$ cat config.mk
export PLATFORM = sky130hd
export DESIGN_NAME = alu_operand_stage_flat
export DESIGN_NICKNAME = d
export VERILOG_FILES = /design/src/rtl/cpu_pkg.sv /design/src/rtl/alu_operand_stage_if.sv /design/src/rtl/operand_fwd_mux.sv /design/src/rtl/alu_operand_stage.sv /design/src/flat_wrapper.sv
export SDC_FILE = /design/constraint.sdc
export NUM_CORES = 1
export LEC_CHECK = 0
export ABC_AREA = 1
export BUFFER_PORTS_ARGS = -buffer_cell sky130_fd_sc_hd__buf_2
export CELL_PAD_IN_SITES_DETAIL_PLACEMENT = 0
export CELL_PAD_IN_SITES_GLOBAL_PLACEMENT = 2
export CORE_MARGIN = 8
export CORE_UTILIZATION = 21
export DETAILED_ROUTE_END_ITERATION = 6
export GPL_TIMING_DRIVEN = 1
export PLACE_DENSITY_LB_ADDON = 0.1
export SYNTH_ARGS = -nofsm -noshare
export SYNTH_HDL_FRONTEND = slang
export SYNTH_SLANG_ARGS = --single-unit
$ cat constraint.sdc
create_clock -name clk -period 2.41 [get_ports clk]
set_clock_uncertainty 0.2 [all_clocks]
set_input_delay 0.482 -clock clk [delete_from_list [all_inputs] [get_ports clk]]
set_output_delay 0.482 -clock clk [all_outputs]
set_load 0.01 [all_outputs]
$ cat src/rtl/cpu_pkg.sv
// Shared CPU definitions: ALU opcodes, datapath widths and the hard-wired zero register.
package cpu_pkg;

  localparam int REG_W  = 4;
  localparam int DATA_W = 32;

  localparam logic [3:0] REG_ZERO = 4'd0;

  typedef logic [3:0] alu_op_t;

  localparam alu_op_t OP_OR     = 4'b0000;
  localparam alu_op_t OP_AND    = 4'b0001;
  localparam alu_op_t OP_XOR    = 4'b0010;
  localparam alu_op_t OP_ADD    = 4'b0011;
  localparam alu_op_t OP_SUB    = 4'b0100;
  localparam alu_op_t OP_SLT    = 4'b0101;
  localparam alu_op_t OP_SLL    = 4'b0110;
  localparam alu_op_t OP_SRL    = 4'b0111;
  localparam alu_op_t OP_SRA    = 4'b1000;
  localparam alu_op_t OP_MUL    = 4'b1001;
  localparam alu_op_t OP_MULH   = 4'b1010;
  localparam alu_op_t OP_DIV    = 4'b1011;
  localparam alu_op_t OP_REM    = 4'b1100;
  localparam alu_op_t OP_FPADDS = 4'b1101;
  localparam alu_op_t OP_FPSUBS = 4'b1110;
  localparam alu_op_t OP_FPMULTS = 4'b1111;

endpackage

$ cat src/rtl/alu_operand_stage_if.sv
// Decoded-instruction input bus and ALU-facing output bus of the operand stage.
interface alu_operand_stage_if #(
  parameter int REG_W  = cpu_pkg::REG_W,
  parameter int DATA_W = cpu_pkg::DATA_W
);
  logic              in_valid;
  logic              in_ready;
  logic [3:0]        in_opcode;
  logic [REG_W-1:0]  in_areg;
  logic [REG_W-1:0]  in_breg;
  logic [REG_W-1:0]  in_dreg;
  logic              in_we;
  logic              in_use_imm;
  logic [DATA_W-1:0] in_imm;
  logic              out_ready;
  logic              out_valid;
  logic [DATA_W-1:0] ax;
  logic [DATA_W-1:0] bx;
  logic [3:0]        opcode;
  logic [REG_W-1:0]  out_dreg;
  logic              out_we;

  modport master (
    output in_valid, in_opcode, in_areg, in_breg, in_dreg, in_we, in_use_imm, in_imm, out_ready,
    input  in_ready, out_valid, ax, bx, opcode, out_dreg, out_we
  );

  modport slave (
    input  in_valid, in_opcode, in_areg, in_breg, in_dreg, in_we, in_use_imm, in_imm, out_ready,
    output in_ready, out_valid, ax, bx, opcode, out_dreg, out_we
  );
endinterface

$ cat src/rtl/operand_fwd_mux.sv
// Resolves one source operand from rf / EX / MEM and flags when it cannot be resolved yet.
// ALU_OPERAND_FORWARDING_EN selects forwarding; otherwise any pending writer stalls.
module operand_fwd_mux #(
  parameter int REG_W  = cpu_pkg::REG_W,
  parameter int DATA_W = cpu_pkg::DATA_W
) (
  input  logic [REG_W-1:0]  idx,
  input  logic              used,
  input  logic [DATA_W-1:0] rf_data,
  input  logic              ex_valid,
  input  logic              ex_we,
  input  logic              ex_is_load,
  input  logic [REG_W-1:0]  ex_dreg,
  input  logic [DATA_W-1:0] ex_result,
  input  logic              mem_valid,
  input  logic              mem_we,
  input  logic [REG_W-1:0]  mem_dreg,
  input  logic [DATA_W-1:0] mem_result,
  output logic [DATA_W-1:0] value,
  output logic              needs_stall
);
  import cpu_pkg::*;

  logic nonzero_s;
  logic ex_hit_s;
  logic mem_hit_s;

  assign nonzero_s = (idx != REG_W'(REG_ZERO));
  assign ex_hit_s  = ex_valid && ex_we && (ex_dreg == idx) && nonzero_s;
  assign mem_hit_s = mem_valid && mem_we && (mem_dreg == idx) && nonzero_s;

`ifdef ALU_OPERAND_FORWARDING_EN
  // EX is the youngest writer, so it wins over MEM; a load in EX has no data yet.
  always_comb begin
    value       = rf_data;
    needs_stall = used && ex_hit_s && ex_is_load;
    if (!nonzero_s) begin
      value = {DATA_W{1'b0}};
    end else if (ex_hit_s) begin
      value = ex_result;
    end else if (mem_hit_s) begin
      value = mem_result;
    end else begin
      value = rf_data;
    end
  end
`else
  logic unused_fwd_s;
  assign unused_fwd_s = ^{ex_is_load, ex_result, mem_result};

  // Without bypass paths, wait until every pending writer has retired to the rf.
  always_comb begin
    value       = rf_data;
    needs_stall = used && (ex_hit_s || mem_hit_s);
    if (!nonzero_s) begin
      value = {DATA_W{1'b0}};
    end else begin
      value = rf_data;
    end
  end
`endif

endmodule

$ cat src/rtl/alu_operand_stage.sv
// Operand stage ahead of the ALU: operand resolution, load-use/RAW bubbles, stall and flush.
// ALU_OPERAND_FORWARDING_EN enables EX/MEM forwarding in operand_fwd_mux.
module alu_operand_stage #(
  parameter int REG_W  = cpu_pkg::REG_W,
  parameter int DATA_W = cpu_pkg::DATA_W
) (
  input  logic              clk,
  input  logic              reset,
  alu_operand_stage_if.slave bus,
  input  logic [DATA_W-1:0] rf_a_data,
  input  logic [DATA_W-1:0] rf_b_data,
  input  logic              ex_valid,
  input  logic              ex_we,
  input  logic              ex_is_load,
  input  logic [REG_W-1:0]  ex_dreg,
  input  logic [DATA_W-1:0] ex_result,
  input  logic              mem_valid,
  input  logic              mem_we,
  input  logic [REG_W-1:0]  mem_dreg,
  input  logic [DATA_W-1:0] mem_result,
  input  logic              flush,
  output logic [15:0]       stall_count
);
  logic [DATA_W-1:0] a_val_s;
  logic [DATA_W-1:0] b_val_s;
  logic              a_stall_s;
  logic              b_stall_s;
  logic              hazard_s;
  logic              advance_s;

  logic              out_valid_r;
  logic              out_we_r;
  logic [DATA_W-1:0] ax_r;
  logic [DATA_W-1:0] bx_r;
  logic [3:0]        opcode_r;
  logic [REG_W-1:0]  out_dreg_r;
  logic [15:0]       stall_count_r;

  operand_fwd_mux #(.REG_W(REG_W), .DATA_W(DATA_W)) u_mux_a (
    .idx(bus.in_areg), .used(1'b1), .rf_data(rf_a_data),
    .ex_valid(ex_valid), .ex_we(ex_we), .ex_is_load(ex_is_load), .ex_dreg(ex_dreg), .ex_result(ex_result),
    .mem_valid(mem_valid), .mem_we(mem_we), .mem_dreg(mem_dreg), .mem_result(mem_result),
    .value(a_val_s), .needs_stall(a_stall_s)
  );

  operand_fwd_mux #(.REG_W(REG_W), .DATA_W(DATA_W)) u_mux_b (
    .idx(bus.in_breg), .used(!bus.in_use_imm), .rf_data(rf_b_data),
    .ex_valid(ex_valid), .ex_we(ex_we), .ex_is_load(ex_is_load), .ex_dreg(ex_dreg), .ex_result(ex_result),
    .mem_valid(mem_valid), .mem_we(mem_we), .mem_dreg(mem_dreg), .mem_result(mem_result),
    .value(b_val_s), .needs_stall(b_stall_s)
  );

  assign hazard_s     = bus.in_valid && (a_stall_s || b_stall_s);
  assign advance_s    = !out_valid_r || bus.out_ready;
  assign bus.in_ready = advance_s && !hazard_s;

  // Output register: reset beats flush, flush beats the handshake; held data is frozen under back-pressure.
  always_ff @(posedge clk) begin
    if (reset) begin
      out_valid_r   <= 1'b0;
      out_we_r      <= 1'b0;
      ax_r          <= {DATA_W{1'b0}};
      bx_r          <= {DATA_W{1'b0}};
      opcode_r      <= 4'd0;
      out_dreg_r    <= {REG_W{1'b0}};
      stall_count_r <= 16'd0;
    end else if (flush) begin
      out_valid_r <= 1'b0;
      out_we_r    <= 1'b0;
    end else begin
      if (hazard_s && bus.out_ready && (stall_count_r != 16'hFFFF)) begin
        stall_count_r <= stall_count_r + 16'd1;
      end
      if (advance_s) begin
        if (bus.in_valid && !hazard_s) begin
          out_valid_r <= 1'b1;
          out_we_r    <= bus.in_we;
          ax_r        <= a_val_s;
          bx_r        <= bus.in_use_imm ? bus.in_imm : b_val_s;
          opcode_r    <= bus.in_opcode;
          out_dreg_r  <= bus.in_dreg;
        end else begin
          out_valid_r <= 1'b0;
          out_we_r    <= 1'b0;
        end
      end
    end
  end

  assign bus.out_valid = out_valid_r;
  assign bus.out_we    = out_we_r;
  assign bus.ax        = ax_r;
  assign bus.bx        = bx_r;
  assign bus.opcode    = opcode_r;
  assign bus.out_dreg  = out_dreg_r;
  assign stall_count   = stall_count_r;

endmodule

$ cat src/flat_wrapper.sv
// flat-port wrapper written by rule: the top's interface ports become plain ports
module alu_operand_stage_flat 
#(
  parameter int REG_W  = cpu_pkg::REG_W,
  parameter int DATA_W = cpu_pkg::DATA_W
)
  (clk, reset, rf_a_data, rf_b_data, ex_valid, ex_we, ex_is_load, ex_dreg, ex_result, mem_valid, mem_we, mem_dreg, mem_result, flush, stall_count, bus_in_valid, bus_in_opcode, bus_in_areg, bus_in_breg, bus_in_dreg, bus_in_we, bus_in_use_imm, bus_in_imm, bus_out_ready, bus_in_ready, bus_out_valid, bus_ax, bus_bx, bus_opcode, bus_out_dreg, bus_out_we);
  alu_operand_stage_if #(.REG_W(REG_W), .DATA_W(DATA_W)) bus_i ();
  input  logic clk;
  input  logic reset;
  input  logic [DATA_W-1:0] rf_a_data;
  input  logic [DATA_W-1:0] rf_b_data;
  input  logic ex_valid;
  input  logic ex_we;
  input  logic ex_is_load;
  input  logic [REG_W-1:0] ex_dreg;
  input  logic [DATA_W-1:0] ex_result;
  input  logic mem_valid;
  input  logic mem_we;
  input  logic [REG_W-1:0] mem_dreg;
  input  logic [DATA_W-1:0] mem_result;
  input  logic flush;
  output logic [15:0] stall_count;
  input wire logic [$bits(bus_i.in_valid)-1:0] bus_in_valid;
  input wire logic [$bits(bus_i.in_opcode)-1:0] bus_in_opcode;
  input wire logic [$bits(bus_i.in_areg)-1:0] bus_in_areg;
  input wire logic [$bits(bus_i.in_breg)-1:0] bus_in_breg;
  input wire logic [$bits(bus_i.in_dreg)-1:0] bus_in_dreg;
  input wire logic [$bits(bus_i.in_we)-1:0] bus_in_we;
  input wire logic [$bits(bus_i.in_use_imm)-1:0] bus_in_use_imm;
  input wire logic [$bits(bus_i.in_imm)-1:0] bus_in_imm;
  input wire logic [$bits(bus_i.out_ready)-1:0] bus_out_ready;
  output wire logic [$bits(bus_i.in_ready)-1:0] bus_in_ready;
  output wire logic [$bits(bus_i.out_valid)-1:0] bus_out_valid;
  output wire logic [$bits(bus_i.ax)-1:0] bus_ax;
  output wire logic [$bits(bus_i.bx)-1:0] bus_bx;
  output wire logic [$bits(bus_i.opcode)-1:0] bus_opcode;
  output wire logic [$bits(bus_i.out_dreg)-1:0] bus_out_dreg;
  output wire logic [$bits(bus_i.out_we)-1:0] bus_out_we;
  assign bus_i.in_valid = bus_in_valid;
  assign bus_i.in_opcode = bus_in_opcode;
  assign bus_i.in_areg = bus_in_areg;
  assign bus_i.in_breg = bus_in_breg;
  assign bus_i.in_dreg = bus_in_dreg;
  assign bus_i.in_we = bus_in_we;
  assign bus_i.in_use_imm = bus_in_use_imm;
  assign bus_i.in_imm = bus_in_imm;
  assign bus_i.out_ready = bus_out_ready;
  assign bus_in_ready = bus_i.in_ready;
  assign bus_out_valid = bus_i.out_valid;
  assign bus_ax = bus_i.ax;
  assign bus_bx = bus_i.bx;
  assign bus_opcode = bus_i.opcode;
  assign bus_out_dreg = bus_i.out_dreg;
  assign bus_out_we = bus_i.out_we;
  alu_operand_stage #(.REG_W(REG_W), .DATA_W(DATA_W)) u_core (.clk(clk), .reset(reset), .bus(bus_i), .rf_a_data(rf_a_data), .rf_b_data(rf_b_data), .ex_valid(ex_valid), .ex_we(ex_we), .ex_is_load(ex_is_load), .ex_dreg(ex_dreg), .ex_result(ex_result), .mem_valid(mem_valid), .mem_we(mem_we), .mem_dreg(mem_dreg), .mem_result(mem_result), .flush(flush), .stall_count(stall_count));
endmodule
==> results of run 1 <==
[kinds of logic after synthesis]
group / count (synthesis) / share of synthesized area, %
AO/OA/AOI/OAI: 52 / 8.06
XOR/XNOR: 5 / 0.887
adder cells (fa/ha/maj): 1 / 0.253
buffers and inverters: 161 / 13.7
flip-flops: 90 / 36.5
AND/OR/NAND/NOR: 468 / 40.6
[sequential cells by signal, summed over array words and instances (netlist names)]
name and flops:
u_core.bus.out_we 1, u_core.bus.opcode 4, u_core.bus.ax 32, u_core.stall_count 16, u_core.bus.out_valid 1, u_core.bus.bx 32, u_core.bus.out_dreg 4
[cells in the mapped netlist (all sizes together)]
cell    instances
a21oi           3
nand2         175
o21bai          2
xnor2           3
a31oi           1
inv           109
nand3          13
a22o           32
clkbuf         20
or2             1
a21boi          2
clkinv          1
o21ai          12
nand4          77
buf            31
ha              1
xor2            2
nor2          196
dfxtp          90
nor3            6
[through the flow]
step | power, mW | cell area (sq um)
2_1_floorplan | 2.10 | 4940
3_3_place_gp | 2.48 | 6490
3_5_place_dp | 2.48 | 6490
4_1_cts | 3.94 | 6780
5_1_grt | 4.09 | 6790
6_report | 3.83 | 6790
[what timing repair did]
| item | 4_1_cts | 5_1_grt |
|---|---|---|
| gates resized for setup | 0 | 2 |
| buffers inserted | 0 | 0 |
| hold buffers | 0 | 0 |
| setup endpoints to repair | 0 | 8 |
[worst reg2reg max path, delay by kind of cell, from the launching register on]
family	cells	cell delay, ps
fa+ha+maj	1	200
compound gates	1	150
simple gates	7	900
flops	1	330
buf+inv	1	200
[power by group through the flow]
stage,Sequential (mW),Clock [mW],Combinational [mW]
final,1.62,1.41,0.801
after global routing,1.64,1.54,0.912
after CTS,1.62,1.49,0.824
after detailed placement,1.66,0,0.820
after global placement,1.66,0,0.823
after floorplan,1.70,0,0.402
[area by class of cell]
class                   instances  share of cell area (%)
repair buffers                244                    20.7
diodes                          1                  0.0369
multi-input cells             526                    36.5
inverters                     110                    6.08
well taps                     319                    5.88
clock inverters                 6                   0.737
flip-flops and latches         90                    26.5
clock buffers                  10                    3.52
[worst max-delay path by stage]
stage	start	to	cells after the start
after floorplan	bus_in_areg[1]	bus_in_ready	10
after global placement	bus_in_areg[1]	bus_in_ready	11
after detailed placement	u_core.stall_count[0]$_SDFFE_PP0P_	u_core.stall_count[10]$_SDFFE_PP0P_	10
after CTS	u_core.stall_count[0]$_SDFFE_PP0P_	u_core.stall_count[10]$_SDFFE_PP0P_	10
after global routing	bus_in_areg[2]	bus_in_ready	11
final	bus_in_areg[1]	bus_in_ready	11
[routing by layer]
layer  share of wire, %  vias to the layer above
met1                 46                     2400
met4                1.1                        2
met2                 46                      126
li1                   -                     2861
met3                6.8                       15
met5              0.051                        -
==> summary.json, run 1 <==
{
  "outcome": "complete, no violations",
  "final_core_utilization_pct": 29.2,
  "synthesis.nets": 974,
  "setup_viol_count_final": 0,
  "num_rows": 56,
  "power_frac_comb_pct": 20.9,
  "internal_power_mw": 2.66,
  "hold_depth": 3,
  "floorplan.initialDensity_pct": 21.2,
  "critical_path_fanouts_max": 4,
  "hold_ws_ps": 214,
  "drt_pre_antenna_iters": 4,
  "holdCritStartpoint": "bus_in_we",
  "groute.layer.met2.usage_pct": 22.4,
  "synthCells": 777,
  "total_switching_power_mw": 1.17,
  "clkLatencyLatePin_ps": 350,
  "cap_viol_max_count": 0,
  "gpl.final_weighted_congestion": 0.748,
  "static_leakage_nw": 3.69,
  "crit_required_ps": 1730,
  "chipHeight_microns": 169,
  "powerDensity_mw_per_mm2": 564,
  "post_synthesis_cell_type_with_the_largest_combined_area": "sky130_fd_sc_hd__dfxtp_1",
  "fp.dieW_microns": 169,
  "tritoncts": "yes",
  "crit_chain": "buf_2, inv_1, nand2_1, nand2_1, nor2_1, nand3_1, nand2_1, nand2_1, nand2_2, a21oi_2, buf_2",
  "clkSinkCount": 90,
  "slowest_delay_ps": 160,
  "ffs_latches_synth": 90,
  "detail_route.iter0.violations": 206,
  "most_congested_layer_reported_by_global_routing": "met2",
  "postSynthAreaPerCell_sq_um": 6.35,
  "post-route-worst-setup-slack_ps": 211,
  "clock_path_buffers": 2,
  "ys.warnings.count": 0,
  "sequential_cell_area_sq_mm": 0.00180,
  "r2r_start": "u_core.stall_count[0]$_SDFFE_PP0P_",
  "p_sw_share_pct": 30.5,
  "global_route.overflow_total": 0,
  "synthTopCellsByArea": "sky130_fd_sc_hd__dfxtp_1, sky130_fd_sc_hd__nor2_1, sky130_fd_sc_hd__nand2_1",
  "detail_route.drc_violations": 0,
  "timing.final.crit_period_ps": 2200,
  "slew_headroom_pct": 68.6,
  "clk_root_buffer_cell": "sky130_fd_sc_hd__clkbuf_16",
  "flow.area_growth_from_synthesis_pct": 37.5,
  "worstRegToRegCells": 10,
  "power_frac_seq_pct": 42.3,
  "crit_arrival_ps": 1520,
  "grt_util_met3_pct": 3.86,
  "multi_input_comb_area_sq_mm": 0.00248,
  "global_route_wire_length_before_repair_microns": 30900,
  "numPortBuffers": 221,
  "detail_route.wirelength_microns": 19700,
  "final_nets": 1178,
  "cts_inserted_buffers": 9,
  "cpMaxStageDelayCell": "sky130_fd_sc_hd__a21oi_2",
  "critical_path_buffer_and_inverter_count": 3,
  "critical_path.most_common_cell": "sky130_fd_sc_hd__nand2_1",
  "crit_path_end_kind": "output port",
  "post_route_cells_drive_above_1_share_pct": 27.8,
  "r2r_slack_ps": 310,
  "hold_path_class": "in2reg",
  "finalHoldViolCount": 0,
  "core_sq_mm": 0.0233,
  "fmax_mhz": 455,
  "grt_use_met1_pct": 17.0,
  "worstReg2RegEnd": "u_core.stall_count[10]$_SDFFE_PP0P_",
  "htreeDepth": 3,
  "final_common_cell": "sky130_fd_sc_hd__buf_2",
  "synth.cell_area_sq_mm": 0.00494,
  "final.period_utilization_pct": 91.3,
  "first_global_vias": 5524,
  "rsz_0062_raised_after_global_routing": "no",
  "finish.cell_count_without_fillers": 1306,
  "clk_pin_slew_worst_paths_ps": 70,
  "path_delay_family": "simple AND/OR/NAND/NOR gates",
  "fill_cells": 2744,
  "largest_net_degree_at_the_start_of_global_routing": 69,
  "antenna_found_initial": 1,
  "fraction_of_synthesized_cell_area_taken_by_the_top_area_cell_type_pct": 36.5,
  "tightest_slew_ps": 470,
  "hpwlAfterDp_microns": 14300,
  "boundaryPins": 287,
  "dieArea_sq_mm": 0.0287,
  "worst_setup_path_start_kind": "input port",
  "peak_supply_drop_mv": 0.292,
  "vias_per_cell": 4.14,
  "timing.setup.tns_ps": 0,
  "dp.cells": 1289,
  "worst_hold_path.endpoint": "u_core.bus.out_we$_SDFFE_PP0P_",
  "ant_nets": 0,
  "slew_viol_final": 0,
  "portion_of_total_power_attributed_to_the_clock_network_pct": 36.7,
  "most-common-layout-cells": "sky130_fd_sc_hd__buf_2, sky130_fd_sc_hd__nor2_1, sky130_fd_sc_hd__nand2_1, sky130_fd_sc_hd__inv_1, sky130_fd_sc_hd__dfxtp_1",
  "pre_cts_ws_ps": 108,
  "timing_worst_setup_path_type": "in2out",
  "wl_per_cell_microns": 15.1,
  "grtUsageTotal_pct": 13.6,
  "synth-seq-area-share_pct": 36.5,
  "vias": 5404,
  "synth_cell_type_count": 29
}
No activity file was read; power rests on OpenSTA's default activity.
==> run 2: changes to the inputs <==
--- a/config.mk
+++ b/config.mk
@@ -5,7 +5,6 @@
 export SDC_FILE = /design/constraint.sdc
 export NUM_CORES = 1
 export LEC_CHECK = 0
-export ABC_AREA = 1
 export BUFFER_PORTS_ARGS = -buffer_cell sky130_fd_sc_hd__buf_2
 export CELL_PAD_IN_SITES_DETAIL_PLACEMENT = 0
 export CELL_PAD_IN_SITES_GLOBAL_PLACEMENT = 2
==> run 2 against run 1 <==
Net effect: die area decreased by 16%; sequential power is essentially flat; worst setup slack got worse by 120 ps; utilization rose by 2.2 points; clock-buffer cell count unchanged; critical path type unchanged.
==> summary.json, run 2 <==
{
  "outcome": "complete, no violations",
  "p_sw_share": {"value": 27.7, "unit": "%", "change": "-2.8 points"},
  "peak_supply_drop": {"value": 0.273, "unit": "mV", "change": "-6.5%"},
  "rsz_0062_raised_after_global_routing": "yes",
  "htreeDepth": {"value": 3, "change": "unchanged"},
  "final.period_utilization": {"value": 96.3, "unit": "%", "change": "+5.0 points"},
  "synthesis.nets": {"value": 661, "change": "-32%"},
  "detail_route.wirelength": {"value": 15100, "unit": "microns", "change": "-23%"},
  "fill_cells": {"value": 2107, "change": "-23%"},
  "vias_per_cell": {"value": 4.30, "change": "+3.9%"},
  "clkSinkCount": {"value": 90, "change": "unchanged"},
  "most-common-layout-cells": "sky130_fd_sc_hd__buf_2, sky130_fd_sc_hd__dfxtp_1, sky130_fd_sc_hd__nor2_1, sky130_fd_sc_hd__nand3_1, sky130_fd_sc_hd__nand2b_1",
  "finalHoldViolCount": {"value": 0, "change": "unchanged"},
  "floorplan.initialDensity": {"value": 21.1, "unit": "%", "change": "-0.10 points"},
  "synthTopCellsByArea": "sky130_fd_sc_hd__dfxtp_1, sky130_fd_sc_hd__a211oi_1, sky130_fd_sc_hd__a22oi_1",
  "numPortBuffers": {"value": 221, "change": "unchanged"},
  "pre_cts_ws": {"value": -290, "unit": "ps", "change": "-397 ps"},
  "antenna_cells": {"value": 0, "change": "-1"},
  "vias": {"value": 4120, "change": "-24%"},
  "first_global_vias": {"value": 4174, "change": "-24%"},
  "worst_setup_path_start_kind": "input port",
  "chipHeight": {"value": 155, "unit": "microns", "change": "-8.5%"},
  "critical_path_fanouts_max": {"value": 3, "change": "-1"},
  "global_route_wire_length_before_repair": {"value": 23500, "unit": "microns", "change": "-24%"},
  "crit_arrival": {"value": 1640, "unit": "ps", "change": "+120 ps"},
  "met3WireLength": {"value": 1190, "unit": "microns", "change": "-11%"},
  "crit_required": {"value": 1730, "unit": "ps", "change": "about the same"},
  "synth_ff_type": "sky130_fd_sc_hd__dfxtp_1",
  "clkLatencyLatePin": {"value": 340, "unit": "ps", "change": "about the same"},
  "power_frac_comb": {"value": 17.0, "unit": "%", "change": "-3.9 points"},
  "top_layer_used": "met5",
  "dr_wl_met2": {"value": 7300, "unit": "microns", "change": "-20%"},
  "core": {"value": 0.0192, "unit": "sq mm", "change": "-17%"},
  "postSynthAreaPerCell": {"value": 8.74, "unit": "sq um", "change": "+38%"},
  "num_rows": {"value": 51, "change": "-8.9%"},
  "tritoncts": "yes",
  "synthMostInstantiatedCell": "sky130_fd_sc_hd__dfxtp_1",
  "slew_viol_final": {"value": 0, "change": "unchanged"},
  "timing.final.crit_period": {"value": 2320, "unit": "ps", "change": "+120 ps"},
  "detail_route.drc_violations": {"value": 0, "change": "unchanged"},
  "antenna_found_initial": {"value": 2, "change": "+1"},
  "hpwlAfterDp": {"value": 11600, "unit": "microns", "change": "-18%"},
  "grtUsageTotal": {"value": 12.3, "unit": "%", "change": "-1.2 points"},
  "static_leakage": {"value": 2.63, "unit": "nW", "change": "-29%"},
  "fraction_of_synthesized_cell_area_taken_by_the_top_area_cell_type": {"value": 44.4, "unit": "%", "change": "+7.9 points"},
  "post-route-worst-setup-slack": {"value": 90.1, "unit": "ps", "change": "-120 ps"},
  "ffs_latches_synth": {"value": 90, "change": "unchanged"},
  "synth.cell_area": {"value": 0.00406, "unit": "sq mm", "change": "-18%"},
  "setup_viol_count_final": {"value": 0, "change": "unchanged"},
  "timing_worst_setup_path_type": "in2out",
  "clk_root_buffer_cell": "sky130_fd_sc_hd__clkbuf_16",
  "synth_cell_type_count": {"value": 35, "change": "+21%"},
  "synthTopCellsByCount": "sky130_fd_sc_hd__dfxtp_1, sky130_fd_sc_hd__nor2_1, sky130_fd_sc_hd__nand3_1",
  "flow.area_growth_from_synthesis_pct": 48.8,
  "dp.cells": {"value": 939, "change": "-27%"},
  "synth-edff-count": {"value": 0, "change": "unchanged"},
  "cap_viol_max_count": {"value": 0, "change": "unchanged"},
  "drt_pre_antenna_iters": {"value": 6, "change": "+2"},
  "synthCells": {"value": 464, "change": "-40%"},
  "power_frac_seq": {"value": 45.5, "unit": "%", "change": "+3.2 points"},
  "ant_nets": {"value": 0, "change": "unchanged"},
  "fmax": {"value": 431, "unit": "MHz", "change": "-5.2%"},
  "wl_per_cell": {"value": 15.8, "unit": "microns", "change": "+4.8%"},
  "routedLengthMet1": {"value": 6390, "unit": "microns", "change": "-29%"},
  "portion_of_total_power_attributed_to_the_clock_network": {"value": 37.5, "unit": "%", "change": "+0.8 points"},
  "fp.dieW": {"value": 155, "unit": "microns", "change": "-8.5%"},
  "hold_ws": {"value": 139, "unit": "ps", "change": "-75.3 ps"},
  "largest_net_degree_at_the_start_of_global_routing": {"value": 58, "change": "-16%"},
  "tightest_slew": {"value": 1000, "unit": "ps", "change": "+530 ps"},
  "boundaryPins": {"value": 287, "change": "unchanged"},
  "synth-seq-area-share": {"value": 44.4, "unit": "%", "change": "+7.9 points"},
  "post_synthesis_cell_type_with_the_largest_combined_area": "sky130_fd_sc_hd__dfxtp_1",
  "hold_path_class": "in2reg",
  "dieArea": {"value": 0.0240, "unit": "sq mm", "change": "-16%"},
  "slew_headroom": {"value": 33.2, "unit": "%", "change": "-35 points"},
  "cts_inserted_buffers": {"value": 9, "change": "unchanged"},
  "post_route_cells_drive_above_1_share": {"value": 42.6, "unit": "%", "change": "+15 points"},
  "gpl.final_weighted_congestion": {"value": 0.788, "change": "+5.3%"},
  "clock_path_buffers": {"value": 2, "change": "unchanged"},
  "final_nets": {"value": 885, "change": "-25%"},
  "final_common_cell": "sky130_fd_sc_hd__buf_2",
  "internal_power": {"value": 2.54, "unit": "mW", "change": "-4.4%"},
  "total_switching_power": {"value": 974, "unit": "uW", "change": "-17%"},
  "powerDensity": {"value": 583, "unit": "mW/mm^2", "change": "+3.3%"},
  "global_route.overflow_total": {"value": 0, "change": "unchanged"},
  "ys.warnings.count": {"value": 0, "change": "unchanged"},
  "detail_route.iter0.violations": {"value": 141, "change": "-32%"},
  "crit_path_end_kind": "output port",
  "clk_pin_slew_worst_paths": {"value": 70, "unit": "ps", "change": "about the same"},
  "async_flop_share": {"value": 0, "unit": "%", "change": "unchanged"},
  "finish.cell_count_without_fillers": {"value": 958, "change": "-27%"}
}
==> run 2: changes by cell type after synthesis, moves of 32 or more <==
cell | before | now
sky130_fd_sc_hd__a211oi_1 | 0 | 33
sky130_fd_sc_hd__inv_1 | 106 | 3
sky130_fd_sc_hd__a22oi_1 | 0 | 32
sky130_fd_sc_hd__nand2_1 | 174 | 10
sky130_fd_sc_hd__nand2b_1 | 0 | 35
sky130_fd_sc_hd__nor2_1 | 195 | 54
sky130_fd_sc_hd__nand4_1 | 76 | 5
==> run 2: cell type report <==
| type | count | area, sq um | share of cell area [%] |
|---|---|---|---|
| Clock buffer | 10 | 229 | 3.79 |
| Clock inverter | 6 | 42.5 | 0.705 |
| Inverter | 3 | 11.3 | 0.187 |
| Multi-Input combinational cell | 333 | 2190 | 36.3 |
| Sequential cell | 90 | 1800 | 29.9 |
| Tap cell | 265 | 332 | 5.49 |
| Timing Repair Buffer | 251 | 1430 | 23.6 |
==> run 2: worst paths after layout <==
path	slack [ps]	end	startpoint	cells past startpoint
max	90	bus_in_ready	bus_in_breg[1]	8
min	140	u_core.bus.out_we$_SDFFE_PP0P_	flush	2
max reg2reg	310	u_core.stall_count[14]$_SDFFE_PP0P_	u_core.stall_count[4]$_SDFFE_PP0P_	6
min reg2reg	260	u_core.bus.ax[21]$_SDFFE_PP0P_	u_core.bus.ax[21]$_SDFFE_PP0P_	2
==> run 2: what timing repair did <==
item,4_1_cts,5_1_grt
resized for setup,7,20
hold buffers,0,0
pin swaps,6,8
setup endpoints to repair,1,39
setup buffers,3,0
==> run 2: through the flow <==
step	instance area, sq um	setup TNS (ps)	power [mW]	utilization [%]
6_report	6030	0	3.52	31.4
5_1_grt	6030	-38.1	3.73	31.4
4_1_cts	5960	0	3.59	31.0
3_5_place_dp	5640	-19440	2.22	29.3
3_3_place_gp	5640	-21270	2.22	29.3
2_1_floorplan	4080	-16.9	1.91	-
==> run 2: cell families after synthesis <==
logic type      count (synthesis)  synth area share, %
fa+ha+maj                       1                0.308
flops                          90                 44.4
mux                            20                 5.27
compound gates                111                 17.9
xor+xnor                       14                 3.02
buf+inv                        41                 4.20
simple gates                  187                 24.9
==> run 2: per-layer routing <==
layer  up-vias  track usage (%)
li1       2114                -
met1      1855             14.2
met2       127             20.6
met3        20             4.72
met4         4             4.29
met5         -                0
==> run 2: power by group through the flow <==
stage	Sequential [mW]	Clock, mW	Combinational [mW]
after CTS	1.60	1.39	0.599
after floorplan	1.67	0	0.245
after detailed placement	1.63	0	0.590
after global routing	1.61	1.46	0.662
after global placement	1.63	0	0.586
final	1.60	1.32	0.598
==> run 2: critical path, cell delays in order <==
cell	delay, ps
sky130_fd_sc_hd__buf_8	100
sky130_fd_sc_hd__nor4_4	270
sky130_fd_sc_hd__nor2_2	90
sky130_fd_sc_hd__nor4b_4	150
sky130_fd_sc_hd__nor3_2	210
sky130_fd_sc_hd__inv_1	70
sky130_fd_sc_hd__a21oi_2	120
sky130_fd_sc_hd__buf_2	140
==> run 3: changes to the inputs <==
--- a/config.mk
+++ b/config.mk
@@ -9,7 +9,7 @@
 export CELL_PAD_IN_SITES_DETAIL_PLACEMENT = 0
 export CELL_PAD_IN_SITES_GLOBAL_PLACEMENT = 2
 export CORE_MARGIN = 8
-export CORE_UTILIZATION = 21
+export CORE_UTILIZATION = 19
 export DETAILED_ROUTE_END_ITERATION = 6
 export GPL_TIMING_DRIVEN = 1
 export PLACE_DENSITY_LB_ADDON = 0.1
==> constraint.sdc (replaced) <==
create_clock -name clk -period 1.9 [get_ports clk]
set_clock_uncertainty 0.2 [all_clocks]
set_input_delay 0.38 -clock clk [delete_from_list [all_inputs] [get_ports clk]]
set_output_delay 0.38 -clock clk [all_outputs]
set_load 0.01 [all_outputs]
==> run 3 against run 2 <==
Net effect: the run now ends with setup timing left; die area increased by 9.4%; routed wire length increased by 16%; global-route usage increased by 0.50 points; via count increased by 8.0%; critical path depth unchanged; clock-buffer cell count unchanged; combinational power increased by 77%; critical path type is now in2reg.
==> summary.json, run 3 (synthesis results as in run 2) <==
{
  "outcome": "finished, violations left",
  "violations_in_the_final_reports": "setup timing",
  "rsz_0062_raised_after_global_routing": "yes",
  "clkLatencyLatePin": {"value": 340, "unit": "ps", "change": "about the same"},
  "final_core_utilization": {"value": 35.2, "unit": "%", "change": "+3.8 points"},
  "clk_pin_slew_worst_paths": {"value": 70, "unit": "ps", "change": "about the same"},
  "cap_viol_max_count": {"value": 0, "change": "unchanged"},
  "fmax_mhz": 454,
  "largest_net_degree_at_the_start_of_global_routing": {"value": 57, "change": "-1.7%"},
  "flow.area_growth_from_synthesis_pct": 82.3,
  "slew_viol_final": {"value": 0, "change": "unchanged"},
  "tightest_slew": {"value": 720, "unit": "ps", "change": "-280 ps"},
  "tritoncts": "yes",
  "dp.cells": {"value": 982, "change": "+4.6%"},
  "fill_cells": {"value": 2214, "change": "+5.1%"},
  "fp.dieW": {"value": 162, "unit": "microns", "change": "+4.6%"},
  "timing_worst_setup_path_type": "in2reg",
  "detail_route.drc_violations": {"value": 0, "change": "unchanged"},
  "finalInstanceArea": {"value": 0.00739, "unit": "sq mm", "change": "+23%"},
  "critical_path_fanouts_max": {"value": 18, "change": "+15"},
  "vias_per_cell": {"value": 4.35, "change": "+1.2%"},
  "hold_path_class": "in2reg",
  "slew_headroom": {"value": 51.9, "unit": "%", "change": "+19 points"},
  "gpl.final_weighted_congestion": {"value": 0.730, "change": "-7.3%"},
  "finish.cell_count_without_fillers": {"value": 1022, "change": "+6.7%"},
  "post-route-worst-setup-slack": {"value": -302, "unit": "ps", "change": "-392 ps"},
  "vias": {"value": 4448, "change": "+8.0%"},
  "hpwlAfterDp": {"value": 12400, "unit": "microns", "change": "+6.7%"},
  "wl_per_cell": {"value": 17.2, "unit": "microns", "change": "+9.0%"},
  "p_total": {"value": 4.86, "unit": "mW", "change": "+38%"},
  "numPortBuffers": {"value": 221, "change": "unchanged"},
  "detail_route.iter0.violations": {"value": 146, "change": "+3.5%"},
  "powerDensity": {"value": 658, "unit": "mW/mm^2", "change": "+13%"},
  "floorplan.initialDensity": {"value": 19.3, "unit": "%", "change": "-1.8 points"},
  "grtUsageTotal": {"value": 12.8, "unit": "%", "change": "+0.50 points"},
  "final_common_cell": "sky130_fd_sc_hd__buf_2",
  "clkSinkCount": {"value": 90, "change": "unchanged"},
  "final.period_utilization_pct": 116,
  "r2r_slack": {"value": -120, "unit": "ps", "change": "-430 ps"},
  "timing.final.crit_period_ps": 2200,
  "clk_root_buffer_cell": "sky130_fd_sc_hd__clkbuf_16",
  "global_route.overflow_total": {"value": 0, "change": "unchanged"},
  "num_rows": {"value": 53, "change": "+3.9%"},
  "core": {"value": 0.0210, "unit": "sq mm", "change": "+9.4%"},
  "finalHoldViolCount": {"value": 0, "change": "unchanged"},
  "final_nets": {"value": 939, "change": "+6.1%"},
  "antenna_found_initial": {"value": 0, "change": "-2"},
  "crit_arrival": {"value": 2280, "unit": "ps", "change": "+640 ps"},
  "holdBufCountCts": {"value": 0, "change": "unchanged"},
  "dieArea": {"value": 0.0263, "unit": "sq mm", "change": "+9.4%"},
  "setup_viol_count_final": {"value": 89, "change": "+89"},
  "crit_path_end_kind": "flip-flop",
  "antenna_cells": {"value": 0, "change": "unchanged"},
  "ant_nets": {"value": 0, "change": "unchanged"},
  "crit_required": {"value": 1980, "unit": "ps", "change": "+250 ps"},
  "first_global_vias": {"value": 4487, "change": "+7.5%"},
  "peak_supply_drop": {"value": 0.361, "unit": "mV", "change": "+32%"},
  "worst_setup_path_start_kind": "input port",
  "most-common-layout-cells": "sky130_fd_sc_hd__buf_2, sky130_fd_sc_hd__dfxtp_1, sky130_fd_sc_hd__buf_4, sky130_fd_sc_hd__nand2b_1, sky130_fd_sc_hd__a22oi_1",
  "cts_inserted_buffers": {"value": 9, "change": "unchanged"},
  "place_area": {"value": 0.00618, "unit": "sq mm", "change": "+9.7%"},
  "boundaryPins": {"value": 287, "change": "unchanged"},
  "static_leakage": {"value": 3.14, "unit": "nW", "change": "+19%"},
  "chipHeight": {"value": 162, "unit": "microns", "change": "+4.6%"},
  "htreeDepth": {"value": 3, "change": "unchanged"},
  "post_route_cells_drive_above_1_share": {"value": 61.2, "unit": "%", "change": "+19 points"},
  "drt_pre_antenna_iters": {"value": 4, "change": "-2"},
  "pre_cts_ws": {"value": -658, "unit": "ps", "change": "-369 ps"},
  "detail_route.wirelength": {"value": 17600, "unit": "microns", "change": "+16%"},
  "clock_path_buffers": {"value": 2, "change": "unchanged"},
  "global_route_wire_length_before_repair": {"value": 26300, "unit": "microns", "change": "+12%"}
}
==> run 3: cell types whose count changed in the layout (fill, tap and decap cells not counted), moves of 19 or more <==
cell / before / now
sky130_fd_sc_hd__nand3_2: 0 / 19
sky130_fd_sc_hd__nor2_1: 54 / 28
sky130_fd_sc_hd__buf_4: 28 / 49
sky130_fd_sc_hd__nand3_1: 38 / 19
sky130_fd_sc_hd__a211oi_2: 0 / 30
sky130_fd_sc_hd__a211oi_1: 33 / 3
==> run 3: path summary, 6_finish.rpt <==
path	startpoint	endpoint	cells after the start
worst min-delay path	rf_a_data[26]	u_core.bus.ax[26]$_SDFFE_PP0P_	3
worst min register to register	u_core.bus.ax[23]$_SDFFE_PP0P_	u_core.bus.ax[23]$_SDFFE_PP0P_	2
worst max-delay path	bus_in_areg[0]	u_core.stall_count[3]$_SDFFE_PP0P_	8
worst max register to register	u_core.stall_count[5]$_SDFFE_PP0P_	u_core.stall_count[14]$_SDFFE_PP0P_	7
==> run 3: final cells by class <==
class	instances	area [sq um]	area share (%)
Clock buffer	10	239	3.23
Clock inverter	6	50.0	0.677
Inverter	3	11.3	0.152
Multi-Input combinational cell	334	2770	37.4
Sequential cell	90	1800	24.4
Tap cell	275	344	4.65
Timing Repair Buffer	304	2180	29.4
==> run 3: what timing repair did <==
action	4_1_cts	5_1_grt
gates cloned	9	4
endpoints found under the setup margin	89	89
buffers inserted	9	6
pin swaps	17	35
gates resized for setup	59	94
==> run 3: per-stage QoR <==
| stage | hold WS [ps] | setup TNS, ps |
|---|---|---|
| global placement | 251 | -46290 |
| floorplan | 258 | -16910 |
| global route | 47.3 | -20120 |
| CTS | 34.2 | -15080 |
| detailed placement | 253 | -50590 |
| finish | 55.1 | -13810 |
==> run 3: critical path, cell delays in order <==
cell,delay (ps)
sky130_fd_sc_hd__buf_2,140
sky130_fd_sc_hd__xor2_1,160
sky130_fd_sc_hd__nor4_1,300
sky130_fd_sc_hd__a22o_1,260
sky130_fd_sc_hd__nor3_4,60
sky130_fd_sc_hd__buf_4,240
sky130_fd_sc_hd__or4_4,560
sky130_fd_sc_hd__a21oi_2,150
==> run 3: power breakdown <==
part / switching, mW / internal, mW
clock: 0.824 / 0.940
sequential: 0.0590 / 1.98
combinational: 0.530 / 0.528
total: 1.41 / 3.45
==> run 3: metal layers <==
metal  track usage, %  share of wire [%]  up-vias
li1                 -                  -     2229
met4             3.91               0.98        0
met5                0                  0        -
met2             21.9                 50      104
met1             15.9                 44     2105
met3             2.86                4.9       10
